### src/rtl/pipe_hazard_ctrl.sv
// Stall/flush controller for the 5-stage pipeline: load-use stalls, taken-branch
// flushes, data-memory wait freeze with timeout, and saturating debug counters.
`timescale 1ns/1ps
module pipe_hazard_ctrl #(
  parameter int unsigned WAIT_MAX = 16,
  parameter int unsigned CNT_W    = 16
) (
  input  logic             i_clk,
  input  logic             i_rst_n,
  input  logic [4:0]       i_id_rs,
  input  logic [4:0]       i_id_rt,
  input  logic             i_id_uses_rt,
  input  logic             i_ex_mem_read,
  input  logic [4:0]       i_ex_tar_reg,
  input  logic             i_mem_branch_taken,
  input  logic             i_mem_access,
  input  logic             i_dmem_ready,
  output logic             o_pc_write,
  output logic             o_pc_sel_branch,
  output logic             o_if_id_write,
  output logic             o_if_id_flush,
  output logic             o_id_ex_write,
  output logic             o_id_ex_bubble,
  output logic             o_ex_mem_write,
  output logic             o_ex_mem_flush,
  output logic             o_mem_wb_bubble,
  output logic             o_err,
  output logic [CNT_W-1:0] o_stall_cnt,
  output logic [CNT_W-1:0] o_flush_cnt
);

  // state    | meaning
  // RUN      | normal issue; load-use stall and branch flush handled here
  // MEM_WAIT | frozen while the data memory has not completed the access
  // ERR      | memory timeout; frozen until reset
  typedef enum logic [1:0] {RUN, MEM_WAIT, ERR} state_t;

  localparam logic [15:0] WAIT_MAX_W = 16'(WAIT_MAX);

  state_t            state_q, state_d;
  logic [15:0]       wcnt_q, wcnt_d;
  logic              err_q, err_d;
  logic [CNT_W-1:0]  stall_cnt_q, stall_cnt_d;
  logic [CNT_W-1:0]  flush_cnt_q, flush_cnt_d;
  logic              lu, mw, eval_run;

  assign lu = i_ex_mem_read && (i_ex_tar_reg != 5'd0) &&
              ((i_ex_tar_reg == i_id_rs) || (i_id_uses_rt && (i_ex_tar_reg == i_id_rt)));
  assign mw = i_mem_access && !i_dmem_ready;

  always_comb begin
    state_d         = state_q;
    wcnt_d          = wcnt_q;
    err_d           = err_q;
    eval_run        = 1'b0;
    o_pc_write      = 1'b1;
    o_pc_sel_branch = 1'b0;
    o_if_id_write   = 1'b1;
    o_if_id_flush   = 1'b0;
    o_id_ex_write   = 1'b1;
    o_id_ex_bubble  = 1'b0;
    o_ex_mem_write  = 1'b1;
    o_ex_mem_flush  = 1'b0;
    o_mem_wb_bubble = 1'b0;

    case (state_q)
      RUN: eval_run = 1'b1;
      MEM_WAIT: begin
        if (!mw) begin
          eval_run = 1'b1;
          state_d  = RUN;
          wcnt_d   = 16'd0;
        end else begin
          o_pc_write      = 1'b0;
          o_if_id_write   = 1'b0;
          o_id_ex_write   = 1'b0;
          o_ex_mem_write  = 1'b0;
          o_mem_wb_bubble = 1'b1;
          wcnt_d          = wcnt_q + 16'd1;
          if (wcnt_d >= WAIT_MAX_W) begin
            state_d = ERR;
            err_d   = 1'b1;
          end
        end
      end
      ERR: begin
        o_pc_write      = 1'b0;
        o_if_id_write   = 1'b0;
        o_id_ex_write   = 1'b0;
        o_ex_mem_write  = 1'b0;
        o_mem_wb_bubble = 1'b1;
      end
      default: state_d = RUN;
    endcase

    if (eval_run) begin
      if (mw) begin
        o_pc_write      = 1'b0;
        o_if_id_write   = 1'b0;
        o_id_ex_write   = 1'b0;
        o_ex_mem_write  = 1'b0;
        o_mem_wb_bubble = 1'b1;
        wcnt_d          = 16'd1;
        if (WAIT_MAX_W <= 16'd1) begin
          state_d = ERR;
          err_d   = 1'b1;
        end else begin
          state_d = MEM_WAIT;
        end
      end else if (i_mem_branch_taken) begin
        // the ID instruction is discarded, so a load-use match is irrelevant
        o_pc_sel_branch = 1'b1;
        o_if_id_flush   = 1'b1;
        o_id_ex_bubble  = 1'b1;
        o_ex_mem_flush  = 1'b1;
      end else if (lu) begin
        o_pc_write     = 1'b0;
        o_if_id_write  = 1'b0;
        o_id_ex_bubble = 1'b1;
      end
    end

    if (!i_rst_n) begin
      o_pc_write      = 1'b0;
      o_pc_sel_branch = 1'b0;
      o_if_id_write   = 1'b0;
      o_if_id_flush   = 1'b1;
      o_id_ex_write   = 1'b0;
      o_id_ex_bubble  = 1'b1;
      o_ex_mem_write  = 1'b0;
      o_ex_mem_flush  = 1'b1;
      o_mem_wb_bubble = 1'b1;
    end

    stall_cnt_d = stall_cnt_q;
    if (!o_pc_write && !(&stall_cnt_q)) stall_cnt_d = stall_cnt_q + 1'b1;
    flush_cnt_d = flush_cnt_q;
    if (o_pc_sel_branch && !(&flush_cnt_q)) flush_cnt_d = flush_cnt_q + 1'b1;
  end

  always_ff @(posedge i_clk) begin
    if (!i_rst_n) begin
      state_q     <= RUN;
      wcnt_q      <= 16'd0;
      err_q       <= 1'b0;
      stall_cnt_q <= '0;
      flush_cnt_q <= '0;
    end else begin
      state_q     <= state_d;
      wcnt_q      <= wcnt_d;
      err_q       <= err_d;
      stall_cnt_q <= stall_cnt_d;
      flush_cnt_q <= flush_cnt_d;
    end
  end

  assign o_err       = i_rst_n && err_q;
  assign o_stall_cnt = stall_cnt_q;
  assign o_flush_cnt = flush_cnt_q;

endmodule

### config.mk
export PLATFORM = sky130hd
export DESIGN_NAME = pipe_hazard_ctrl
export DESIGN_NICKNAME = d
export VERILOG_FILES = /design/src/rtl/pipe_hazard_ctrl.sv
export SDC_FILE = /design/constraint.sdc
export NUM_CORES = 1
export LEC_CHECK = 0
export CORE_ASPECT_RATIO = 1.2
export CORE_MARGIN = 2
export CORE_UTILIZATION = 55
export CTS_CLUSTER_SIZE = 28
export DETAILED_ROUTE_END_ITERATION = 16
export GPL_TIMING_DRIVEN = 0
export PLACE_DENSITY_LB_ADDON = 0.25
export SLEW_MARGIN = 40
export SYNTH_ARGS = -nofsm -noshare
export SYNTH_HDL_FRONTEND = slang
export SYNTH_SLANG_ARGS = --single-unit
### constraint.sdc
create_clock -name i_clk -period 4.77 [get_ports i_clk]
set_input_delay 1.431 -clock i_clk [delete_from_list [all_inputs] [get_ports i_clk]]
set_output_delay 1.431 -clock i_clk [all_outputs]
set_load 0.02 [all_outputs]
==> impl_metrics.sql, run 1 <==
INSERT INTO impl_metrics (metric_group, metric, value, unit) VALUES
('place', 'globalplace.congestion', '0.908', ''),
('logic_synthesis', 'synthesis.nets', '384', ''),
('logic_synthesis', 'synth.lib_cells_used.distinct', '53', ''),
('place', 'placedCellCount', '482', ''),
('logic_synthesis', 'synth_area_leader', 'sky130_fd_sc_hd__dfxtp_1', ''),
('cts', 'cts.reportedPaths.clkPinSlew', '110', 'ps'),
('global_routing', 'global_route.overflow_total', '0', ''),
('route', 'drt_first_iter_violations', '141', ''),
('logic_synthesis', 'synth_top_cells_by_count', 'sky130_fd_sc_hd__dfxtp_1 (51), sky130_fd_sc_hd__nor2_1 (41), sky130_fd_sc_hd__nand2_1 (35)', ''),
('power', 'worst_ir_drop_vdd', '0.143', 'mV'),
('power', 'p_leak', '1.30', 'nW'),
('route', 'postRouteAntennaNets', '0', ''),
('place', 'placedInstanceArea', '0.00359', 'mm²'),
('critical_path', 'maximum_cell_stage_delay_along_the_critical_path', '560', 'ps'),
('sta', 'maxSlewHeadroom', '62.2', '%'),
('global_routing', 'grt_pass1_wl', '12000', 'µm'),
('status', 'run_status', 'complete, no violations', ''),
('cts', 'cts-root-to-sink-buffers', '2', ''),
('logic_synthesis', 'post-synth-top-area-fraction', '35.4', '%'),
('cts', 'tritoncts.num_buffers', '5', ''),
('cells_and_area', 'multi_input_gate_area', '0.00174', 'mm²'),
('logic_synthesis', 'netlist_top_cells_area', 'sky130_fd_sc_hd__dfxtp_1 (35%), sky130_fd_sc_hd__nor2_1 (5.3%), sky130_fd_sc_hd__xnor2_1 (4.9%)', ''),
('power', 'power.switching', '0.213', 'mW'),
('logic_synthesis', 'seq_area_frac_synth', '35.4', '%'),
('power', 'pwr_density_cell', '215', 'mW/mm²'),
('route', 'drc_errors', '0', ''),
('logic_synthesis', 'syn_area_per_cell', '8.04', 'µm²'),
('floorplan', 'die_area', '0.00585', 'mm²'),
('global_routing', 'grt_max_degree', '17', ''),
('critical_path', 'critPathLaunchType', 'input pin', ''),
('power', 'p_int', '0.589', 'mW'),
('critical_path', 'cp.arrival', '3240', 'ps'),
('floorplan', 'chipHeight', '83.4', 'µm'),
('route', 'vias_per_cell', '6.05', ''),
('global_routing', 'global_route_usage_sum', '24.7', '%'),
('worst_hold_path', 'hp-class', 'reg2reg', ''),
('power', 'clkPwrFrac', '31.9', '%'),
('cells_and_area', 'areaGrowthSynthToFinish', '29.3', '%'),
('cells_and_area', 'sequential_cell_area', '0.00102', 'mm²'),
('critical_path', 'critPathBufInv', '4', ''),
('cells_and_area', 'layout_cell_share_with_drive_strength_beyond_1', '8.78', '%'),
('floorplan', 'floorplan.die.width', '70.1', 'µm'),
('cells_and_area', 'finalInstanceArea', '0.00373', 'mm²'),
('logic_synthesis', 'most_instantiated_library_cell_after_synthesis', 'sky130_fd_sc_hd__dfxtp_1', ''),
('sta', 'worst_clock_skew', '16.6', 'ps'),
('place', 'buffer_ports.inserted', '63', ''),
('logic_synthesis', 'postSynth.asyncResetShare', '0', '%'),
('logic_synthesis', 'synth_enable_flop_cells', '0', ''),
('logic_synthesis', 'synthesis.area', '0.00289', 'mm²'),
('cells_and_area', 'layout.filler_cells', '403', ''),
('cts', 'clock_insertion_delay_worst_skew', '310', 'ps'),
('sta', 'slew_violations', '0', ''),
('run', 'number_of_max_cap_violations', '0', ''),
('critical_path', 'crit_fanout', '4', ''),
('sta', 'layout_worst_path_cycle_share', '97.9', '%'),
('floorplan', 'boundaryPins', '64', ''),
('logic_synthesis', 'yosys_most_used_dff', 'sky130_fd_sc_hd__dfxtp_1', ''),
('sta', 'max_freq', '0.214', 'GHz'),
('logic_synthesis', 'ys_warn_count', '0', ''),
('floorplan', 'rows', '28', ''),
('critical_path', 'critical_path.cell_chain', 'clkdlybuf4s50_1 > xnor2_1 > nand3_1 > o22ai_1 > a31oi_4 > buf_6 > buf_4 > clkdlybuf4s15_2', ''),
('cts', 'cts.root.buffer_cell', 'sky130_fd_sc_hd__clkbuf_8', ''),
('cts', 'holdBufCountCts', '0', ''),
('critical_path', 'critPathRequiredTime', '3340', 'ps'),
('route', 'routedWlPerCell', '14.8', 'µm'),
('route', 'routed_wirelength', '7320', 'µm'),
('critical_path', 'regToRegSetupSlack', '2440', 'ps'),
('sta', 'worst-slew-pin-transition', '561', 'ps'),
('power', 'seqPwrFrac', '54.4', '%'),
('critical_path', 'critical_path_class', 'in2out', ''),
('sta', 'finalSetupViolations', '0', '');
-- layout by cell type, fill, tap and decap left out, types with 10 or more instances in the layout --
master / Yosys / routed
sky130_fd_sc_hd__a21oi_1: 25 / 25
sky130_fd_sc_hd__nor3_1: 10 / 10
sky130_fd_sc_hd__xnor2_1: 16 / 16
sky130_fd_sc_hd__o21ai_0: 19 / 19
sky130_fd_sc_hd__nand3_1: 18 / 18
sky130_fd_sc_hd__dfxtp_1: 51 / 51
sky130_fd_sc_hd__nand4_1: 10 / 10
sky130_fd_sc_hd__clkdlybuf4s50_1: 0 / 56
sky130_fd_sc_hd__nand2_1: 35 / 35
sky130_fd_sc_hd__nor2_1: 41 / 41
-- routing by layer --
metal,track usage (%),wire length [µm],vias up
met5,0,0,-
met4,8.22,146,0
met3,4.13,364,18
met2,43.8,3820,106
met1,30.0,2980,1407
li1,-,-,1451
-- cell type report --
cell class | count | share of cell area, %
multi-input combinational | 278 | 46.5
sequential | 51 | 27.4
timing repair buffer | 66 | 17.8
buffer | 20 | 2.92
tap | 60 | 2.01
clock buffer | 6 | 1.94
inverter | 10 | 1.01
clock inverter | 2 | 0.469
-- worst paths after layout --
path | startpoint | end | depth (start not counted)
max | i_ex_tar_reg[0] | o_pc_write | 8
min | o_stall_cnt[10] | o_stall_cnt[10] | 2
max reg2reg | wcnt_q[0] | state_q[1] | 7
min reg2reg | o_stall_cnt[10] | o_stall_cnt[10] | 2
-- worst min-delay path, stage by stage, from the launching register on --
cell                      delay (ps)
sky130_fd_sc_hd__dfxtp_1         340
sky130_fd_sc_hd__nand2_1          60
sky130_fd_sc_hd__mux2i_1          50
-- power by group through the flow --
stage | Clock (mW) | Combinational (mW) | Sequential [mW]
after global placement | 0 | 0.103 | 0.446
final | 0.256 | 0.110 | 0.436
after floorplan | 0 | 0.0527 | 0.448
after CTS | 0.259 | 0.109 | 0.436
after global routing | 0.277 | 0.119 | 0.437
after detailed placement | 0 | 0.106 | 0.446
-- metrics by stage --
stage / worst slack, ps / hold slack [ps] / TNS (ps) / total power, mW / util, %
2_1_floorplan: 485 / 488 / 0 / 0.501 / -
3_3_place_gp: -576 / 461 / -1150 / 0.549 / 71.7
3_5_place_dp: -596 / 472 / -1210 / 0.552 / 71.7
4_1_cts: -53.0 / 489 / -53.0 / 0.804 / 74.1
5_1_grt: -4.49 / 519 / -4.49 / 0.833 / 74.5
6_report: 102 / 491 / 0 / 0.802 / 74.5
-- sequential cells by signal, indices dropped and copies added, names as in the netlist --
| register | count |
|---|---|
| o_flush_cnt | 16 |
| o_stall_cnt | 16 |
| wcnt_q | 16 |
| err_q | 1 |
| state_q | 2 |
-- cells by family (layout without fill, tap and decap cells) --
| kind of cell | after synthesis | count (layout) | synth area share [%] |
|---|---|---|---|
| AND/OR/NAND/NOR | 164 | 164 | 30.0 |
| AO/OA/AOI/OAI | 80 | 80 | 18.5 |
| flip-flops | 51 | 51 | 35.4 |
| buffers and inverters | 30 | 104 | 4.81 |
| XOR/XNOR | 20 | 20 | 6.07 |
| multiplexers | 11 | 11 | 3.90 |
| adder cells (fa/ha/maj) | 3 | 3 | 1.30 |
-- what timing repair did --
| item | 4_1_cts | 5_1_grt |
|---|---|---|
| pin swaps | 1 | 1 |
| setup endpoints to repair | 4 | 4 |
| buffers inserted | 2 | 1 |
| resized for setup | 10 | 6 |
Note: power is estimated with default switching activity, not from simulation.
==> run 2: changes to the inputs <==
Settings changed: CAP_MARGIN from default to 20, MAX_ROUTING_LAYER from default to met4.
==> impl_metrics.sql, run 2 (same netlist as run 1, synthesis figures left out) <==
INSERT INTO impl_metrics (metric_group, metric, value, unit) VALUES
('cts', 'clock_insertion_delay_worst_skew', '310', 'ps'),
('sta', 'timing.final.hold_violations', '0', ''),
('floorplan', 'die_area', '0.00585', 'mm²'),
('sta', 'final_tns_setup', '0', 'ps'),
('cts', 'clkSinkCount', '51', ''),
('route', 'vias_per_cell', '5.97', ''),
('cts', 'tritoncts.num_buffers', '5', ''),
('place', 'buffer_ports.inserted', '63', ''),
('sta', 'maxSlewHeadroom', '62.2', '%'),
('critical_path', 'crit_fanout', '4', ''),
('global_routing', 'global_route.overflow_total', '0', ''),
('critical_path', 'critPathRequiredTime', '3340', 'ps'),
('route', 'num_vias', '2945', ''),
('global_routing', 'antenna_found_initial', '0', ''),
('route', 'drt_first_pass_iters', '7', ''),
('floorplan', 'floorplan.die.width', '70.1', 'µm'),
('global_routing', 'global_route_usage_sum', '25.4', '%'),
('place', 'dpl.hpwl', '5530', 'µm'),
('cells_and_area', 'areaGrowthSynthToFinish', '29.3', '%'),
('floorplan', 'rows', '28', ''),
('sta', 'whs', '491', 'ps'),
('cells_and_area', 'layout.filler_cells', '403', ''),
('critical_path', 'cp.arrival', '3240', 'ps'),
('status', 'run_status', 'complete, no violations', ''),
('cells_and_area', 'layout.nets', '457', ''),
('place', 'globalplace.congestion', '0.923', ''),
('power', 'worst_ir_drop_vdd', '0.138', 'mV'),
('floorplan', 'boundaryPins', '64', ''),
('cts', 'cts_htree_levels', '2', ''),
('global_routing', 'grt_pass1_vias', '2619', ''),
('global_routing', 'grt_max_degree', '17', ''),
('cts', 'cts-root-to-sink-buffers', '2', ''),
('cts', 'cts.reportedPaths.clkPinSlew', '100', 'ps'),
('run', 'number_of_max_cap_violations', '0', ''),
('route', 'drc_errors', '0', ''),
('cts', 'holdBufCountCts', '0', ''),
('sta', 'layout_worst_path_cycle_share', '97.9', '%'),
('cells_and_area', 'layout_cell_share_with_drive_strength_beyond_1', '8.78', '%'),
('sta', 'setup_ws', '98.4', 'ps'),
('critical_path', 'critPathLaunchType', 'input pin', ''),
('power', 'p_leak', '1.30', 'nW'),
('floorplan', 'initial_utilization', '57.6', '%'),
('route', 'postRouteAntennaNets', '0', ''),
('cts', 'cts.root.buffer_cell', 'sky130_fd_sc_hd__clkbuf_8', ''),
('sta', 'max_freq', '0.214', 'GHz'),
('route', 'routed_wirelength', '7300', 'µm'),
('critical_path', 'crit_path_top_delay_cell', 'sky130_fd_sc_hd__clkdlybuf4s50_1', ''),
('place', 'preCtsSetupSlack', '-596', 'ps'),
('power', 'pwr_density_cell', '214', 'mW/mm²'),
('sta', 'worst-slew-pin-transition', '561', 'ps'),
('floorplan', 'core-area', '0.00501', 'mm²'),
('sta', 'slew_violations', '0', ''),
('global_routing', 'grt_pass1_wl', '12000', 'µm'),
('sta', 'finalWorstPathRequiredPeriod', '4670', 'ps'),
('worst_hold_path', 'hp-class', 'reg2reg', ''),
('cells_and_area', 'layout_commonest_cell', 'sky130_fd_sc_hd__clkdlybuf4s50_1', ''),
('route', 'drt_first_iter_violations', '151', ''),
('critical_path', 'maximum_cell_stage_delay_along_the_critical_path', '560', 'ps'),
('cells_and_area', 'antennaDiodeCount', '0', ''),
('cells_and_area', 'final_cell_mix', 'sky130_fd_sc_hd__clkdlybuf4s50_1 (56), sky130_fd_sc_hd__dfxtp_1 (51), sky130_fd_sc_hd__nor2_1 (41)', ''),
('floorplan', 'chipHeight', '83.4', 'µm'),
('sta', 'worst_clock_skew', '15.4', 'ps'),
('critical_path', 'critical_path_class', 'in2out', ''),
('critical_path', 'worst_setup_path_end_kind', 'primary output', ''),
('critical_path', 'critical_path.cell_chain', 'clkdlybuf4s50_1 > xnor2_1 > nand3_1 > o22ai_1 > a31oi_4 > buf_6 > buf_4 > clkdlybuf4s15_2', ''),
('route', 'routedWlPerCell', '14.8', 'µm'),
('cts', 'tritoncts', 'done', ''),
('sta', 'finalSetupViolations', '0', ''),
('cells_and_area', 'core_occupancy_in_the_finished_layout', '74.5', '%');
==> run 2: power breakdown <==
part | total (mW) | switching [mW] | internal [mW]
Clock | 0.252 | 0.146 | 0.106
Sequential | 0.436 | 0.00626 | 0.430
Combinational | 0.110 | 0.0561 | 0.0536
Total | 0.798 | 0.209 | 0.589
==> run 2: worst paths after layout <==
kind / startpoint / end / slack, ps / depth (start not counted)
hold / removal: o_stall_cnt[10] / o_stall_cnt[10] / 490 / 2
setup / recovery: i_ex_tar_reg[0] / o_pc_write / 100 / 8
setup reg to reg: wcnt_q[0] / state_q[1] / 2430 / 7
hold reg to reg: o_stall_cnt[10] / o_stall_cnt[10] / 490 / 2
==> run 2: stage by stage <==
step,cells,total power [mW],cell area [µm²]
after floorplan,359,0.501,2890
after global placement,482,0.549,3590
after detailed placement,482,0.552,3590
after CTS,492,0.804,3710
after global routing,493,0.833,3730
final,493,0.798,3730
==> run 2: metal layers <==
metal / part of all wire, % / vias to the layer above / GRT usage (%)
li1: - / 1453 / -
met1: 41 / 1386 / 30.0
met2: 53 / 92 / 43.8
met3: 4.9 / 14 / 4.13
met4: 1.7 / 0 / 8.22
met5: 0 / - / -
==> run 2: layout make-up <==
cell class,instances,area [µm²],area share [%]
plain buffers,20,109,2.92
flip-flops and latches,51,1020,27.4
clock buffers,6,72.6,1.94
repair buffers,66,664,17.8
inverters,10,37.5,1.01
multi-input cells,278,1740,46.5
clock inverters,2,17.5,0.469
well taps,60,75.1,2.01
==> run 2: timing repair <==
action,in CTS,in global routing
endpoints found under the hold margin,0,0
pin swaps,1,1
endpoints found under the setup margin,4,4
gates resized for setup,10,6
buffers inserted,2,1
==> run 2: worst max-delay path: cells and delay by family <==
family                    cells  cell delay (ps)
buffers and inverters         4             1070
AOI/OAI and AO/OA             2              520
xor gates and xnor gates      1              140
and+or+nand+nor               1               90
